### src/rtl/comparator_pkg.sv
// Shared types and constants for the registered magnitude comparator.
package comparator_pkg;

  localparam int unsigned CMP_RES_W = 3;

  // One-hot result; bit i corresponds to output z_i (z0=gt, z1=eq, z2=lt).
  typedef struct packed {
    logic lt;
    logic eq;
    logic gt;
  } cmp_res_t;

  localparam cmp_res_t CMP_GT   = CMP_RES_W'(3'b001);
  localparam cmp_res_t CMP_EQ   = CMP_RES_W'(3'b010);
  localparam cmp_res_t CMP_LT   = CMP_RES_W'(3'b100);
  localparam cmp_res_t CMP_NONE = CMP_RES_W'(3'b000);

endpackage

### src/rtl/comparator_reg_if.sv
// Operand/result bundle for comparator_reg; master drives operands, slave returns flags.
interface comparator_reg_if #(
  parameter int unsigned WIDTH = 2
);

  logic             in_valid;
  logic [WIDTH-1:0] a;
  logic [WIDTH-1:0] b;
  logic             out_valid;
  logic             gt;
  logic             eq;
  logic             lt;

  modport master (
    output in_valid, a, b,
    input  out_valid, gt, eq, lt
  );

  modport slave (
    input  in_valid, a, b,
    output out_valid, gt, eq, lt
  );

endinterface

### src/rtl/comparator_core.sv
// Combinational magnitude compare of a against b.
// Signed two's-complement compare when COMPARATOR_SIGNED_EN is defined, unsigned otherwise.
module comparator_core
  import comparator_pkg::*;
#(
  parameter int unsigned WIDTH = 2
) (
  input  logic [WIDTH-1:0] a,
  input  logic [WIDTH-1:0] b,
  output cmp_res_t         res
);

  always_comb begin
    res = CMP_NONE;
`ifdef COMPARATOR_SIGNED_EN
    if ($signed(a) > $signed(b)) begin
      res = CMP_GT;
    end else if (a == b) begin
      res = CMP_EQ;
    end else begin
      res = CMP_LT;
    end
`else
    if (a > b) begin
      res = CMP_GT;
    end else if (a == b) begin
      res = CMP_EQ;
    end else begin
      res = CMP_LT;
    end
`endif
  end

endmodule

### src/rtl/comparator_reg.sv
// Registered comparator: LATENCY-deep {valid, result} pipeline behind comparator_core.
// Optional signed compare is selected by COMPARATOR_SIGNED_EN inside the core.
module comparator_reg
  import comparator_pkg::*;
#(
  parameter int unsigned WIDTH   = 2,
  parameter int unsigned LATENCY = 1
) (
  input logic             clk,
  input logic             rst,
  comparator_reg_if.slave bus
);

  cmp_res_t res_c;
  logic     valid_q [LATENCY];
  cmp_res_t res_q   [LATENCY];

  comparator_core #(
    .WIDTH(WIDTH)
  ) u_core (
    .a  (bus.a),
    .b  (bus.b),
    .res(res_c)
  );

  // Entry stage: flags only load on a valid sample so the last result is held.
  always_ff @(posedge clk) begin
    if (rst) begin
      valid_q[0] <= 1'b0;
      res_q[0]   <= CMP_NONE;
    end else begin
      valid_q[0] <= bus.in_valid;
      if (bus.in_valid) begin
        res_q[0] <= res_c;
      end
    end
  end

  for (genvar i = 1; i < int'(LATENCY); i++) begin : g_stage
    always_ff @(posedge clk) begin
      if (rst) begin
        valid_q[i] <= 1'b0;
        res_q[i]   <= CMP_NONE;
      end else begin
        valid_q[i] <= valid_q[i-1];
        if (valid_q[i-1]) begin
          res_q[i] <= res_q[i-1];
        end
      end
    end
  end

  assign bus.out_valid = valid_q[LATENCY-1];
  assign bus.gt        = res_q[LATENCY-1].gt;
  assign bus.eq        = res_q[LATENCY-1].eq;
  assign bus.lt        = res_q[LATENCY-1].lt;

endmodule

### src/flat_wrapper.sv
// flat-port wrapper written by rule: the top's interface ports become plain ports
module comparator_reg_flat import comparator_pkg::*;
#(
  parameter int unsigned WIDTH   = 2,
  parameter int unsigned LATENCY = 1
)
  (clk, rst, bus_in_valid, bus_a, bus_b, bus_out_valid, bus_gt, bus_eq, bus_lt);
  comparator_reg_if #(.WIDTH(WIDTH)) bus_i ();
  input logic clk;
  input logic rst;
  input wire logic [$bits(bus_i.in_valid)-1:0] bus_in_valid;
  input wire logic [$bits(bus_i.a)-1:0] bus_a;
  input wire logic [$bits(bus_i.b)-1:0] bus_b;
  output wire logic [$bits(bus_i.out_valid)-1:0] bus_out_valid;
  output wire logic [$bits(bus_i.gt)-1:0] bus_gt;
  output wire logic [$bits(bus_i.eq)-1:0] bus_eq;
  output wire logic [$bits(bus_i.lt)-1:0] bus_lt;
  assign bus_i.in_valid = bus_in_valid;
  assign bus_i.a = bus_a;
  assign bus_i.b = bus_b;
  assign bus_out_valid = bus_i.out_valid;
  assign bus_gt = bus_i.gt;
  assign bus_eq = bus_i.eq;
  assign bus_lt = bus_i.lt;
  comparator_reg #(.WIDTH(WIDTH), .LATENCY(LATENCY)) u_core (.clk(clk), .rst(rst), .bus(bus_i));
endmodule
### config.mk
export PLATFORM = sky130hd
export DESIGN_NAME = comparator_reg_flat
export DESIGN_NICKNAME = d
export VERILOG_FILES = /design/src/rtl/comparator_pkg.sv /design/src/rtl/comparator_reg_if.sv /design/src/rtl/comparator_core.sv /design/src/rtl/comparator_reg.sv /design/src/flat_wrapper.sv
export SDC_FILE = /design/constraint.sdc
export NUM_CORES = 1
export LEC_CHECK = 0
export CORE_AREA = 2 2 39 41
export CTS_CLUSTER_DIAMETER = 40
export DETAILED_ROUTE_END_ITERATION = 7
export DIE_AREA = 0 0 41 43
export GPL_ROUTABILITY_DRIVEN = 0
export GPL_TIMING_DRIVEN = 0
export HOLD_SLACK_MARGIN = 0.1
export PLACE_DENSITY = 0.42
export SLEW_MARGIN = 10
export SYNTH_ARGS = -nofsm -noshare
export SYNTH_HDL_FRONTEND = slang
export SYNTH_SLANG_ARGS = --single-unit
### constraint.sdc
create_clock -name clk -period 2.2 [get_ports clk]
set_input_delay 0.44 -clock clk [delete_from_list [all_inputs] [get_ports clk]]
set_output_delay 0.44 -clock clk [all_outputs]
set_load 0.05 [all_outputs]
==> flow_metrics.env <==
export IMPL_powerDensity_mw_per_mm2=699
export IMPL_critical_path_class="register to output pin"
export IMPL_synthDistinctLibCells=11
export IMPL_clock_fmax_mhz=561
export IMPL_path_cells="clkdlybuf4s50_1"
export IMPL_status="completed"
export IMPL_grt_overflow_total=0
export IMPL_post_cts_buffers=0
export IMPL_routed_wl_met3_um=59
export IMPL_setup_tns_ns=0
export IMPL_critPathRequiredTime_ns=1.76
export IMPL_num_rows=14
export IMPL_layout_commonest_cell="clkdlybuf4s50_1"
export IMPL_startpoint_type="register"
export IMPL_drv_slew=0
export IMPL_slowest_stage="clkdlybuf4s50_1"
export IMPL_layout_drive_gt1_share=0.188
export IMPL_p_clk_frac=0.393
export IMPL_ant_nets=0
export IMPL_power_switching_w=0.0000674
export IMPL_pwr_share_comb=0.252
export IMPL_die_x_um=41
export IMPL_ys_ff_latch=4
export IMPL_cts_sinks=4
export IMPL_rsz0062_at_grt="no"
export IMPL_syn_cell_area_sq_um=213
export IMPL_core_area_sq_mm=0.00138
export IMPL_drcViolationCount=0
export IMPL_fin_crit_ns=1.78
export IMPL_initial_utilization=0.154
export IMPL_cts_path_max_buffers=2
export IMPL_min_from="bus_in_valid"
export IMPL_syn2layout_area_growth_pct=68.8
export IMPL_yosys_area_top_type="edfxtp_1"
export IMPL_netlist_area_leader_share=0.424
export IMPL_grt_pass1_vias=151
export IMPL_synthCells=18
export IMPL_place_area_sq_um=333
export IMPL_antennaDiodeCount=0
export IMPL_yosysWarnings=0
export IMPL_internal_power_w=0.000184
export IMPL_swShare=0.269
export IMPL_die_area_sq_mm=0.00176
export IMPL_path_delay_family="buffers and inverters"
export IMPL_numCtsBuffers=3
export IMPL_finish_utilization=0.259
export IMPL_wl_met1_um=155
export IMPL_h_tree_depth=1
export IMPL_cts_resized=0
export IMPL_dr_wl_met2_um=165
export IMPL_drt_wl_total_um=380
export IMPL_critPathArrivalTime_ns=1.34
export IMPL_p_leak_nw=0.153
export IMPL_startpoint="u_core.res_q[0][2]"
export IMPL_synthTopCellsByArea="edfxtp_1, ha_1, dfxtp_1, a221oi_2, inv_1"
export IMPL_viasPerCell=3.50
export IMPL_cts_root_buf="clkbuf_4"
export IMPL_synth_area_per_cell_sq_um=11.8
export IMPL_fin_crit_sh=0.810
export IMPL_die_h_um=43
export IMPL_slew_headroom=0.671
export IMPL_cts_tree="yes"
export IMPL_grtUsageTotal=0.0544
export IMPL_portBuffers=10
export IMPL_tightest_slew_ns=0.492
export IMPL_top_layer="met3"
export IMPL_path_clk_slew_ns=0.04
export IMPL_firstDrtPassIters=2
export IMPL_crit_path_max_incr_delay_ns=0.79
export IMPL_sequentialPowerShare=0.355
export IMPL_design_area_sq_um=359
export IMPL_fin_nets=42
export IMPL_final_cell_mix="clkdlybuf4s50_1, inv_1, clkbuf_4, edfxtp_1"
export IMPL_hold_violations=0
export IMPL_grt_pass1_wl_um=593
export IMPL_grt_max_degree=5
export IMPL_antenna_found_initial=0
export IMPL_ys_seq_area_frac=0.518
export IMPL_ioPinCount=11
export IMPL_routedWlPerCell_um=7.92
export IMPL_hold_path_class="input port to register"
export IMPL_peakVddDrop_mv=0.188
export IMPL_synth_fp_nets=27
export IMPL_critPathMaxFanout=1
export IMPL_drt_initial_drc_count=7
export IMPL_crit_path_end_kind="output pin"
export IMPL_setup_violations=0
export IMPL_cap_violations=0
export IMPL_crit_buf_inv=1
export IMPL_vias=168
export IMPL_postCtsHoldBufs=0
## kinds of logic (layout without fill, tap and decap cells)
group / Yosys count / after routing / synth area share
flip-flops: 4 / 4 / 0.518
AO/OA/AOI/OAI: 2 / 2 / 0.106
AND/OR/NAND/NOR: 6 / 6 / 0.188
adder cells (fa/ha/maj): 2 / 2 / 0.118
buffers and inverters: 4 / 18 / 0.0706
## state kept, by name, summed over array words and instances (netlist names)
register and count:
u_core.res_q 3, u_core.valid_q 1
## synth_stat cells
| master | instances |
|---|---|
| inv_1 | 4 |
| edfxtp_1 | 3 |
| ha_1 | 2 |
| nand2b_1 | 2 |
| a211oi_1 | 1 |
| a221oi_2 | 1 |
| dfxtp_1 | 1 |
| nand2_1 | 1 |
| nand2b_4 | 1 |
| nor2_1 | 1 |
| or2_2 | 1 |
## path summary, 6_finish.rpt
check                                to  slack (ns)  cells past startpoint
worst max-delay path             bus_lt        0.42                      1
worst min-delay path  u_core.valid_q[0]        0.88                      3
## power groups by stage
| stage | Combinational, W | Clock, W | Sequential, W |
|---|---|---|---|
| 4_1_cts | 0.0000635 | 0.000103 | 0.0000893 |
| 3_5_place_dp | 0.0000630 | 0 | 0.0000905 |
| 3_3_place_gp | 0.0000628 | 0 | 0.0000902 |
| 5_1_grt | 0.0000674 | 0.000107 | 0.0000895 |
| 2_1_floorplan | 0.0000166 | 0 | 0.000112 |
| 6_report | 0.0000631 | 0.0000986 | 0.0000892 |
## area by class of cell
type,count,area [sq um]
Clock buffer,4,26.3
Fill cell,140,1020
Inverter,4,15.0
Multi-Input combinational cell,10,87.6
Sequential cell,4,110
Tap cell,16,20.0
Timing Repair Buffer,10,100
## per-stage QoR
step | std cells | worst slack, ns | hold slack, ns | total power, W
finish | 48 | 0.418 | 0.876 | 0.000251
global route | 48 | 0.386 | 0.889 | 0.000263
CTS | 48 | 0.406 | 0.868 | 0.000256
detailed placement | 44 | 0.418 | 1.11 | 0.000154
global placement | 44 | 0.407 | 1.11 | 0.000153
floorplan | 18 | 0.935 | 0.556 | 0.000129
## routing by layer
metal  global-route usage  vias to the layer above
li1                     -                       87
met1               0.0584                       70
met2               0.0656                       11
met3               0.0314                        0
met4               0.0600                        0
met5                    0                        -
No activity file was read; power rests on OpenSTA's default activity.
